<file path="config.mk">
export PLATFORM = sky130hd
export DESIGN_NAME = alu_pipe
export DESIGN_NICKNAME = d
export VERILOG_FILES = /design/src/rtl/alu_pipe.sv
export SDC_FILE = /design/constraint.sdc
export NUM_CORES = 1
export LEC_CHECK = 0
export ABC_AREA = 1
export CELL_PAD_IN_SITES_DETAIL_PLACEMENT = 0
export CELL_PAD_IN_SITES_GLOBAL_PLACEMENT = 1
export CORE_MARGIN = 5
export CORE_UTILIZATION = 35
export CTS_CLUSTER_DIAMETER = 80
export DETAILED_ROUTE_END_ITERATION = 7
export PLACE_DENSITY = 0.82
export SYNTH_ARGS = -nofsm -noshare
export SYNTH_HDL_FRONTEND = slang
export SYNTH_SLANG_ARGS = --single-unit
</file>
<file path="constraint.sdc">
create_clock -name clk_i -period 3.5 [get_ports clk_i]
set_input_delay 0.35 -clock clk_i [delete_from_list [all_inputs] [get_ports clk_i]]
set_output_delay 0.35 -clock clk_i [all_outputs]
set_load 0.01 [all_outputs]
</file>
<file path="src/rtl/alu_pipe.sv">
// ---------------------------------------------------------------------------
// alu_pipe : registered, valid/ready handshaked ALU with a persistent carry.
//
// Sits between operand fetch and writeback. Single-cycle ops load the output
// register on acceptance. Optional iterative shift-add multiplier (opcode 14)
// is compiled in when the macro ALU_PIPE_MUL_EN is defined. Without it,
// opcode 14 is illegal.
//
// Parameters:
//   WIDTH         datapath width (power of two, >= 8)
// Ports:
//   clk_i         rising-edge clock
//   rst_ni        asynchronous active-low reset
//   in_valid_i    operation presented
//   in_ready_o    operation accepted this cycle (combinational)
//   in_op_i       4-bit opcode
//   in_a_i/in_b_i operands; shifts use in_b_i[SHW-1:0] as the amount
//   out_valid_o   result held in the output register
//   out_ready_i   consumer takes the result
//   out_result_o  result
//   out_flags_o   {Z,N,C,V} for this result
//   out_err_o     illegal opcode flag
// ---------------------------------------------------------------------------
module alu_pipe #(
  parameter int WIDTH = 32
) (
  input  logic             clk_i,
  input  logic             rst_ni,
  input  logic             in_valid_i,
  output logic             in_ready_o,
  input  logic [3:0]       in_op_i,
  input  logic [WIDTH-1:0] in_a_i,
  input  logic [WIDTH-1:0] in_b_i,
  output logic             out_valid_o,
  input  logic             out_ready_i,
  output logic [WIDTH-1:0] out_result_o,
  output logic [3:0]       out_flags_o,
  output logic             out_err_o
);

  localparam int SHW = $clog2(WIDTH);

  localparam logic [3:0] OP_ADD = 4'd0,  OP_ADC = 4'd1,  OP_SUB = 4'd2,  OP_SBB = 4'd3;
  localparam logic [3:0] OP_INC = 4'd4,  OP_DEC = 4'd5,  OP_PASS = 4'd6, OP_AND = 4'd7;
  localparam logic [3:0] OP_OR  = 4'd8,  OP_XOR = 4'd9,  OP_NOT = 4'd10, OP_SLL = 4'd11;
  localparam logic [3:0] OP_SRL = 4'd12, OP_SRA = 4'd13, OP_MUL = 4'd14;

  typedef enum logic [1:0] {S_IDLE = 2'd0, S_MUL = 2'd1, S_DONE = 2'd2} state_t;

  // Signed overflow of an add: operands agree in sign, result does not.
  function automatic logic add_ovf(input logic a_msb, input logic b_msb, input logic r_msb);
    return (a_msb == b_msb) && (r_msb != a_msb);
  endfunction

  // Signed overflow of a subtract: operands differ in sign, result differs from a.
  function automatic logic sub_ovf(input logic a_msb, input logic b_msb, input logic r_msb);
    return (a_msb != b_msb) && (r_msb != a_msb);
  endfunction

  function automatic logic [3:0] pack_flags(input logic [WIDTH-1:0] r, input logic c, input logic v);
    return {(r == {WIDTH{1'b0}}), r[WIDTH-1], c, v};
  endfunction

  state_t           state_q, state_d;
  logic             out_valid_q, out_valid_d;
  logic [WIDTH-1:0] res_q, res_d;
  logic [3:0]       flags_q, flags_d;
  logic             err_q, err_d;
  logic             carry_q, carry_d;

  logic             accept_s, load_s, start_mul_s, is_mul_s, mul_last_s;
  logic [WIDTH:0]   ext_s;
  logic [SHW-1:0]   amt_s;
  logic [WIDTH-1:0] alu_res_s, mul_res_s;
  logic             alu_c_s, alu_v_s, alu_err_s, mul_c_s;

  assign in_ready_o = (state_q == S_IDLE) && (!out_valid_q || out_ready_i);
  assign accept_s   = in_valid_i && in_ready_o;
  assign amt_s      = in_b_i[SHW-1:0];

`ifdef ALU_PIPE_MUL_EN
  logic [2*WIDTH-1:0] acc_q, acc_d, mcand_q, mcand_d;
  logic [WIDTH-1:0]   mplier_q, mplier_d;
  logic [SHW-1:0]     cnt_q, cnt_d;

  assign is_mul_s   = (in_op_i == OP_MUL);
  assign mul_last_s = (state_q == S_MUL) && (cnt_q == SHW'(WIDTH - 1));
  assign mul_res_s  = acc_q[WIDTH-1:0];
  assign mul_c_s    = |acc_q[2*WIDTH-1:WIDTH];

  // Multiplier next state: load operands on start, one shift-add step per MUL cycle.
  always_comb begin
    acc_d    = acc_q;
    mcand_d  = mcand_q;
    mplier_d = mplier_q;
    cnt_d    = cnt_q;
    if (start_mul_s) begin
      acc_d    = {(2*WIDTH){1'b0}};
      mcand_d  = {{WIDTH{1'b0}}, in_a_i};
      mplier_d = in_b_i;
      cnt_d    = {SHW{1'b0}};
    end else if (state_q == S_MUL) begin
      acc_d    = mplier_q[0] ? (acc_q + mcand_q) : acc_q;
      mcand_d  = mcand_q << 1;
      mplier_d = mplier_q >> 1;
      cnt_d    = cnt_q + SHW'(1);
    end else begin
      acc_d    = acc_q;
    end
  end

  // Multiplier partial-product registers.
  always_ff @(posedge clk_i or negedge rst_ni) begin
    if (!rst_ni) begin
      acc_q    <= {(2*WIDTH){1'b0}};
      mcand_q  <= {(2*WIDTH){1'b0}};
      mplier_q <= {WIDTH{1'b0}};
      cnt_q    <= {SHW{1'b0}};
    end else begin
      acc_q    <= acc_d;
      mcand_q  <= mcand_d;
      mplier_q <= mplier_d;
      cnt_q    <= cnt_d;
    end
  end
`else
  assign is_mul_s   = 1'b0;
  assign mul_last_s = 1'b0;
  assign mul_res_s  = {WIDTH{1'b0}};
  assign mul_c_s    = 1'b0;
`endif

  // Single-cycle ALU: result, post-update carry, overflow and illegal flag.
  always_comb begin
    ext_s     = {(WIDTH+1){1'b0}};
    alu_res_s = {WIDTH{1'b0}};
    alu_c_s   = carry_q;
    alu_v_s   = 1'b0;
    alu_err_s = 1'b0;
    case (in_op_i)
      OP_ADD, OP_ADC, OP_INC: begin
        // ext_s[WIDTH] is the carry-out; INC adds a constant 1 with msb 0.
        if (in_op_i == OP_INC) begin
          ext_s   = {1'b0, in_a_i} + {{WIDTH{1'b0}}, 1'b1};
          alu_v_s = add_ovf(in_a_i[WIDTH-1], 1'b0, ext_s[WIDTH-1]);
        end else begin
          ext_s   = {1'b0, in_a_i} + {1'b0, in_b_i}
                  + {{WIDTH{1'b0}}, (in_op_i == OP_ADC) & carry_q};
          alu_v_s = add_ovf(in_a_i[WIDTH-1], in_b_i[WIDTH-1], ext_s[WIDTH-1]);
        end
        alu_res_s = ext_s[WIDTH-1:0];
        alu_c_s   = ext_s[WIDTH];
      end
      OP_SUB, OP_SBB, OP_DEC: begin
        // A negative (WIDTH+1)-bit difference sets the top bit: that is the borrow.
        if (in_op_i == OP_DEC) begin
          ext_s   = {1'b0, in_a_i} - {{WIDTH{1'b0}}, 1'b1};
          alu_v_s = sub_ovf(in_a_i[WIDTH-1], 1'b0, ext_s[WIDTH-1]);
        end else begin
          ext_s   = {1'b0, in_a_i} - {1'b0, in_b_i}
                  - {{WIDTH{1'b0}}, (in_op_i == OP_SBB) & carry_q};
          alu_v_s = sub_ovf(in_a_i[WIDTH-1], in_b_i[WIDTH-1], ext_s[WIDTH-1]);
        end
        alu_res_s = ext_s[WIDTH-1:0];
        alu_c_s   = ext_s[WIDTH];
      end
      OP_PASS: alu_res_s = in_a_i;
      OP_AND:  alu_res_s = in_a_i & in_b_i;
      OP_OR:   alu_res_s = in_a_i | in_b_i;
      OP_XOR:  alu_res_s = in_a_i ^ in_b_i;
      OP_NOT:  alu_res_s = ~in_a_i;
      // Shifts run on a WIDTH+1 vector so the guard bit holds the last bit shifted out
      // (and stays 0 for a zero amount).
      OP_SLL: begin
        ext_s     = {1'b0, in_a_i} << amt_s;
        alu_res_s = ext_s[WIDTH-1:0];
        alu_c_s   = ext_s[WIDTH];
      end
      OP_SRL: begin
        ext_s     = {in_a_i, 1'b0} >> amt_s;
        alu_res_s = ext_s[WIDTH:1];
        alu_c_s   = ext_s[0];
      end
      OP_SRA: begin
        ext_s     = $signed({in_a_i, 1'b0}) >>> amt_s;
        alu_res_s = ext_s[WIDTH:1];
        alu_c_s   = ext_s[0];
      end
`ifdef ALU_PIPE_MUL_EN
      // Handled by the iterative multiplier; nothing loads from here.
      OP_MUL: alu_res_s = {WIDTH{1'b0}};
`endif
      default: alu_err_s = 1'b1;
    endcase
  end

  // Control FSM: next state, output-register load and multiplier start.
  always_comb begin
    state_d     = state_q;
    load_s      = 1'b0;
    start_mul_s = 1'b0;
    case (state_q)
      S_IDLE: begin
        if (accept_s && is_mul_s) begin
          state_d     = S_MUL;
          start_mul_s = 1'b1;
        end else if (accept_s) begin
          load_s = 1'b1;
        end else begin
          state_d = S_IDLE;
        end
      end
      S_MUL: begin
        if (mul_last_s) begin
          state_d = S_DONE;
        end else begin
          state_d = S_MUL;
        end
      end
      S_DONE: begin
        if (!out_valid_q || out_ready_i) begin
          load_s  = 1'b1;
          state_d = S_IDLE;
        end else begin
          state_d = S_DONE;
        end
      end
      default: state_d = S_IDLE;
    endcase
  end

  // Output register and carry next state.
  always_comb begin
    out_valid_d = out_valid_q;
    res_d       = res_q;
    flags_d     = flags_q;
    err_d       = err_q;
    carry_d     = carry_q;
    if (load_s && (state_q == S_DONE)) begin
      out_valid_d = 1'b1;
      res_d       = mul_res_s;
      carry_d     = mul_c_s;
      flags_d     = pack_flags(mul_res_s, mul_c_s, 1'b0);
      err_d       = 1'b0;
    end else if (load_s) begin
      out_valid_d = 1'b1;
      res_d       = alu_res_s;
      carry_d     = alu_c_s;
      flags_d     = pack_flags(alu_res_s, alu_c_s, alu_v_s);
      err_d       = alu_err_s;
    end else if (out_ready_i) begin
      out_valid_d = 1'b0;
    end else begin
      out_valid_d = out_valid_q;
    end
  end

  // State, carry and output registers.
  always_ff @(posedge clk_i or negedge rst_ni) begin
    if (!rst_ni) begin
      state_q     <= S_IDLE;
      out_valid_q <= 1'b0;
      res_q       <= {WIDTH{1'b0}};
      flags_q     <= 4'd0;
      err_q       <= 1'b0;
      carry_q     <= 1'b0;
    end else begin
      state_q     <= state_d;
      out_valid_q <= out_valid_d;
      res_q       <= res_d;
      flags_q     <= flags_d;
      err_q       <= err_d;
      carry_q     <= carry_d;
    end
  end

  assign out_valid_o  = out_valid_q;
  assign out_result_o = res_q;
  assign out_flags_o  = flags_q;
  assign out_err_o    = err_q;

endmodule

</file>
==> flow_metrics.tcl, run 1 <==
set metrics [dict create \
    slew_headroom_pct 36.0 \
    drtIter0Drc 2709 \
    fin_skew_ns 0.00570 \
    crit_type "reg -> reg" \
    die_x_um 221 \
    io_buffers 110 \
    clockBufferDepth 2 \
    setup_viol 0 \
    drv_cap 0 \
    synth_seq_area_share_pct 6.27 \
    synth-edff-count 0 \
    syn_avg_cell_area_um2 5.02 \
    final_cell_mix "1088 x nand2_1, 492 x nand3_1, 446 x inv_1, 379 x buf_4, 296 x nor2_1" \
    grt-ovfl-total 0 \
    rrSetupSlack_ns 0.07 \
    drive_gt1_share_pct 14.1 \
    h-tree-depth 2 \
    critPathArrivalTime_ns 3.65 \
    ios 111 \
    synth_cell_types 54 \
    coreArea_um2 44100 \
    synth_top_area_share_pct 26.6 \
    synth-main-ff-cell "dfrtp_1" \
    row_count 77 \
    setup-tns-final_ns 0 \
    hold_class "in -> async" \
    synthCells 3097 \
    clk_latency_ns 0.28 \
    max_freq_ghz 0.292 \
    ant_nets 0 \
    grt_first_pass_wirelength_um 131000 \
    mostFrequentLayoutCell "nand2_1" \
    die-height_um 221 \
    ys.warnings.count 0 \
    yosysTopAreaCell "nand2_1" \
    rr_startpoint "out_flags_o[1]$_DFFE_PN0P_" \
    crit_start "out_flags_o[1]$_DFFE_PN0P_" \
    synth_top_cells_by_area "nand2_1 27%, nand3_1 16%, inv_1 11%" \
    synth-seq-cells 39 \
    cts_tree "yes" \
    clkSlewWorstSetupHoldPaths_ns 0.06 \
    cellPowerDensity_nw_per_um2 256 \
    drt_first_pass_iters 5 \
    worst_pin_slew_ns 0.957 \
    antenna_found_initial 0 \
    period_share_pct 98.0 \
    nets 3688 \
    critPathRequiredTime_ns 3.72 \
    critPathCaptureType "flip-flop" \
    grt_use_total_pct 34.7 \
    hpwl_um 75400 \
    root_buffer "clkbuf_16" \
    timing.hold.ws_ns 0.181 \
    clock_sinks 39 \
    start_util_pct 35.3 \
    syn-num-nets 3307 \
    syn_area_um2 15600 \
    wl_per_cell_um 22.0 \
    rsz0062_at_grt "yes" \
    grt_pass1_vias 20700 \
    min_period_ns 3.43 \
    leakage_uw 0.0114 \
    drc 0 \
    drv_slew 0 \
    start_kind "flip-flop" \
    hold_viol 0 \
    area_growth_pct 28.7 \
    die_area_um2 48800 \
    max-vdd-ir-drop_mv 0.260 \
    num-fill-cells 5204 \
    via_per_inst 5.38 \
    status "completed" \
    grt_max_degree 76 \
    diodes 0 \
    gp_congestion 1.07 \
    synthArstFlopShare_pct 100 \
    wirelength_um 89400 \
    vias 21900 \
    critical_path_peak_fanout 2 \
    numCtsBuffers 5 \
]
## metal layers
metal | track usage, % | wire, µm | part of all wire, %
met1 | 45.0 | 36000 | 40
met2 | 57.0 | 39800 | 45
met3 | 3.75 | 7580 | 8.5
met4 | 17.9 | 6020 | 6.7
met5 | 0 | 0 | 0
## synth_stat cells (3+ instances only)
| cell type | number |
|---|---|
| o221ai_1 | 6 |
| inv_2 | 12 |
| buf_4 | 23 |
| nor2_1 | 305 |
| buf_1 | 7 |
| nand4_1 | 34 |
| nor4_1 | 8 |
| o2111ai_1 | 3 |
| nor2_2 | 11 |
| clkbuf_1 | 17 |
| nand2_1 | 1102 |
| clkinv_1 | 4 |
| nor3_1 | 27 |
| buf_2 | 68 |
| ha_1 | 134 |
| o21ai_1 | 16 |
| a22o_1 | 12 |
| buf_6 | 9 |
| xnor2_1 | 4 |
| nor2_4 | 6 |
| nand3_1 | 498 |
| xor2_1 | 15 |
| inv_1 | 449 |
| o21ai_0 | 93 |
| nand3b_1 | 10 |
| or2_2 | 6 |
| inv_4 | 3 |
| a211oi_1 | 3 |
| a21oi_1 | 84 |
| fa_1 | 4 |
| o22ai_1 | 20 |
| dfrtp_1 | 39 |
| o211ai_1 | 20 |
| nand2_2 | 10 |
| and2_1 | 10 |
| o31ai_1 | 3 |
## repair_timing
action	4_1_cts	5_1_grt
pin swaps	10	18
buffers inserted	2	2
gates resized for setup	16	31
setup endpoints to repair	12	10
hold buffers	0	0
## path summary, 6_finish.rpt
check,endpoint,cells after the start
min in group clk_i,out_result_o[3]$_DFFE_PN0P_,1
min reg2reg,out_result_o[3]$_DFFE_PN0P_,1
min,out_result_o[1]$_DFFE_PN0P_,1
max,out_flags_o[3]$_DFFE_PN0P_,25
max in group asynchronous,out_result_o[10]$_DFFE_PN0P_,1
max reg2reg,out_flags_o[3]$_DFFE_PN0P_,25
## report_power, final
group	switching (µW)	internal, µW
combinational	2340	1560
sequential	100	603
clock	184	336
total	2630	2490
## registers in the layout (all words and copies together), names as in the netlist
name          cells
out_flags_o       4
state_q           2
out_result_o     31
out_err_o         1
out_valid_o       1
## area by class of cell
cell class | count | area (µm²) | area share (%)
Multi-Input combinational cell | 2464 | 12200 | 61.0
Timing Repair Buffer | 500 | 4150 | 20.7
Inverter | 468 | 1760 | 8.81
Sequential cell | 39 | 976 | 4.87
Tap cell | 592 | 741 | 3.70
Clock buffer | 5 | 125 | 0.625
Clock inverter | 3 | 43.8 | 0.219
## per-stage QoR
| stage | std cells | total power (µW) | cell area [µm²] | worst slack (ns) | util (%) |
|---|---|---|---|---|---|
| 3_3_place_gp | 4059 | 4460 | 19700 | -0.580 | 44.6 |
| 4_1_cts | 4069 | 5020 | 19900 | 0.0225 | 45.1 |
| 5_1_grt | 4071 | 5460 | 20000 | -0.145 | 45.4 |
| 3_5_place_dp | 4059 | 4470 | 19700 | -0.601 | 44.6 |
| 2_1_floorplan | 3097 | 2600 | 15600 | 0.186 | - |
| 6_report | 4071 | 5120 | 20000 | 0.0696 | 45.4 |
## logic make-up after synthesis
logic type	synth area share, %
buffers and inverters	15.9
XOR/XNOR	1.07
adder cells (fa/ha/maj)	11.3
AND/OR/NAND/NOR	55.3
AO/OA/AOI/OAI	10.1
flip-flops	6.27
## worst max-delay path, cell delays in order (launching register included)
cell     delay [ns]
dfrtp_1        0.37
buf_12         0.13
nand3_2        0.07
fa_1           0.51
inv_1          0.05
ha_1           0.17
inv_1          0.06
nand2_2        0.07
buf_4          0.15
nand2_1        0.07
nand2_1        0.07
nand2_1        0.06
nand3_1        0.09
nand3_1        0.12
nand4_1        0.12
nor2_1         0.12
buf_4          0.16
nand3_1        0.21
nor2_1         0.15
buf_4          0.13
nand2_1        0.04
nor2_1         0.09
nand2_1        0.10
nor2_1         0.12
nand2_1        0.06
nand2_1        0.05
Note: power is estimated with default switching activity, not from simulation.
==> run 2, diff against run 1 <==
Settings changed: PLACE_DENSITY 0.82 to default, PLACE_DENSITY_LB_ADDON from default to 0.1.
==> flow_metrics.tcl, run 2 (same netlist as run 1, synthesis figures left out) <==
set metrics [dict create \
    status "completed" \
    hold_class "in -> async" \
    start_util_pct 35.3 \
    coreArea_um2 44100 \
    crit_start "in_a_i[10]" \
    drtIter0Drc 3068 \
    io_buffers 110 \
    nets 3730 \
    cellPowerDensity_nw_per_um2 265 \
    critPathRequiredTime_ns 3.73 \
    grt_use_total_pct 37.1 \
    wirelength_um 95900 \
    grt-ovfl-total 0 \
    drv_slew 0 \
    via_per_inst 5.52 \
    critPathArrivalTime_ns 3.61 \
    leakage_uw 0.0115 \
    numCtsBuffers 5 \
    worst_setup_path_endpoint "out_flags_o[3]$_DFFE_PN0P_" \
    drc 0 \
    die_area_um2 48800 \
    gp_congestion 1.10 \
    grt_pass1_vias 20900 \
    rsz0062_at_grt "yes" \
    cts_tree "yes" \
    wl_per_cell_um 23.3 \
    clockBufferDepth 2 \
    rrSetupSlack_ns 0.12 \
    mostFrequentLayoutCell "nand2_1" \
    antenna_found_initial 3 \
    critical_path_peak_fanout 4 \
    critPathCaptureType "flip-flop" \
    clock_sinks 39 \
    clkSlewWorstSetupHoldPaths_ns 0.07 \
    fin_util_pct 46.2 \
    drive_gt1_share_pct 15.9 \
    worst_pin_slew_ns 1.31 \
    fin_skew_ns 0.00881 \
    area_growth_pct 31.1 \
    largest_register_ffs 31 \
    drv_cap 0 \
    r2r_end "out_flags_o[3]$_DFFE_PN0P_" \
    max-vdd-ir-drop_mv 0.263 \
    hpwl_um 81000 \
    ios 111 \
    rr_startpoint "out_flags_o[1]$_DFFE_PN0P_" \
    hold_viol 0 \
    ant_nets 0 \
    root_buffer "clkbuf_16" \
    vias 22700 \
    min_period_ns 3.38 \
    slew_headroom_pct 12.6 \
    die_x_um 221 \
    period_share_pct 96.7 \
    start_kind "primary input" \
    setup_viol 0 \
    max_freq_ghz 0.296 \
    grt_first_pass_wirelength_um 139000 \
    setup-tns-final_ns 0 \
    r2r_cells 25 \
    final_cell_mix "1084 x nand2_1, 487 x nand3_1, 443 x inv_1, 422 x buf_4, 292 x nor2_1" \
    clk_latency_ns 0.29 \
    row_count 77 \
    h-tree-depth 2 \
    crit_type "in -> reg" \
    drt_first_pass_iters 7 \
    die-height_um 221 \
    grt_max_degree 76 \
]
## run 2: cell type report
class	instances	area, µm²
clock buffer	6	129
clock inverter	2	60.1
fill	5090	23700
inverter	468	1760
timing repair buffer	542	4430
tap	592	741
antenna	1	2.50
multi-input combinational	2464	12300
sequential	39	977
## run 2: metrics by stage
| stage | setup slack, ns | power, µW | hold slack [ns] | std cells | cell area [µm²] |
|---|---|---|---|---|---|
| final | 0.116 | 5400 | 0.213 | 4114 | 20400 |
| after CTS | 0.0403 | 5260 | 0.237 | 4112 | 20300 |
| after floorplan | 0.186 | 2600 | 0.0544 | 3097 | 15600 |
| after detailed placement | -0.644 | 4600 | 0.472 | 4093 | 19900 |
| after global placement | -0.585 | 4590 | 0.467 | 4093 | 19900 |
| after global routing | -0.0801 | 5720 | 0.291 | 4113 | 20400 |
## run 2: worst min-delay path by stage
| stage | start | cells past startpoint | slack [ns] | end |
|---|---|---|---|---|
| floorplan | rst_ni | 0 | 0.05 | out_err_o$_DFFE_PN0P_ |
| global placement | out_result_o[3]$_DFFE_PN0P_ | 1 | 0.47 | out_result_o[3]$_DFFE_PN0P_ |
| detailed placement | out_result_o[21]$_DFFE_PN0P_ | 2 | 0.47 | out_result_o[21]$_DFFE_PN0P_ |
| CTS | rst_ni | 1 | 0.24 | out_result_o[12]$_DFFE_PN0P_ |
| global route | rst_ni | 1 | 0.29 | out_result_o[12]$_DFFE_PN0P_ |
| finish | rst_ni | 1 | 0.21 | out_result_o[16]$_DFFE_PN0P_ |
## run 2: metal layers
metal / GRT usage (%) / routed length [µm] / vias up
li1: - / - / 10700
met1: 53.1 / 41400 / 10400
met2: 55.2 / 38900 / 1400
met3: 6.16 / 10100 / 241
met4: 15.2 / 5490 / 2
met5: 0 / 7 / -
## run 2: what timing repair did
action / 4_1_cts / 5_1_grt
pin swaps: 26 / 19
setup endpoints to repair: 13 / 12
buffers inserted: 11 / 1
hold buffers: 0 / 0
resized for setup: 36 / 40
## run 2: worst max-delay path, stage by stage
cell	delay, ns
clkdlybuf4s50_1	0.56
inv_1	0.08
ha_1	0.36
ha_1	0.38
nand2_1	0.12
nor2_1	0.23
nand2_1	0.11
nor3_1	0.16
nand2_1	0.13
nand4_1	0.10
nand3_1	0.11
nand2_1	0.08
nand2_1	0.09
nor2_1	0.13
buf_4	0.14
nand2_1	0.05
nor2_1	0.09
nand2_1	0.06
nor2_2	0.14
nand2_1	0.08
nand2_1	0.05
## run 2: where the power goes
| part | internal [µW] | leakage [µW] | switching, µW | total (µW) |
|---|---|---|---|---|
| clock network | 409 | 0.0000911 | 193 | 602 |
| registers | 603 | 0.000497 | 118 | 721 |
| logic | 1640 | 0.0110 | 2440 | 4080 |
| total | 2650 | 0.0115 | 2750 | 5400 |
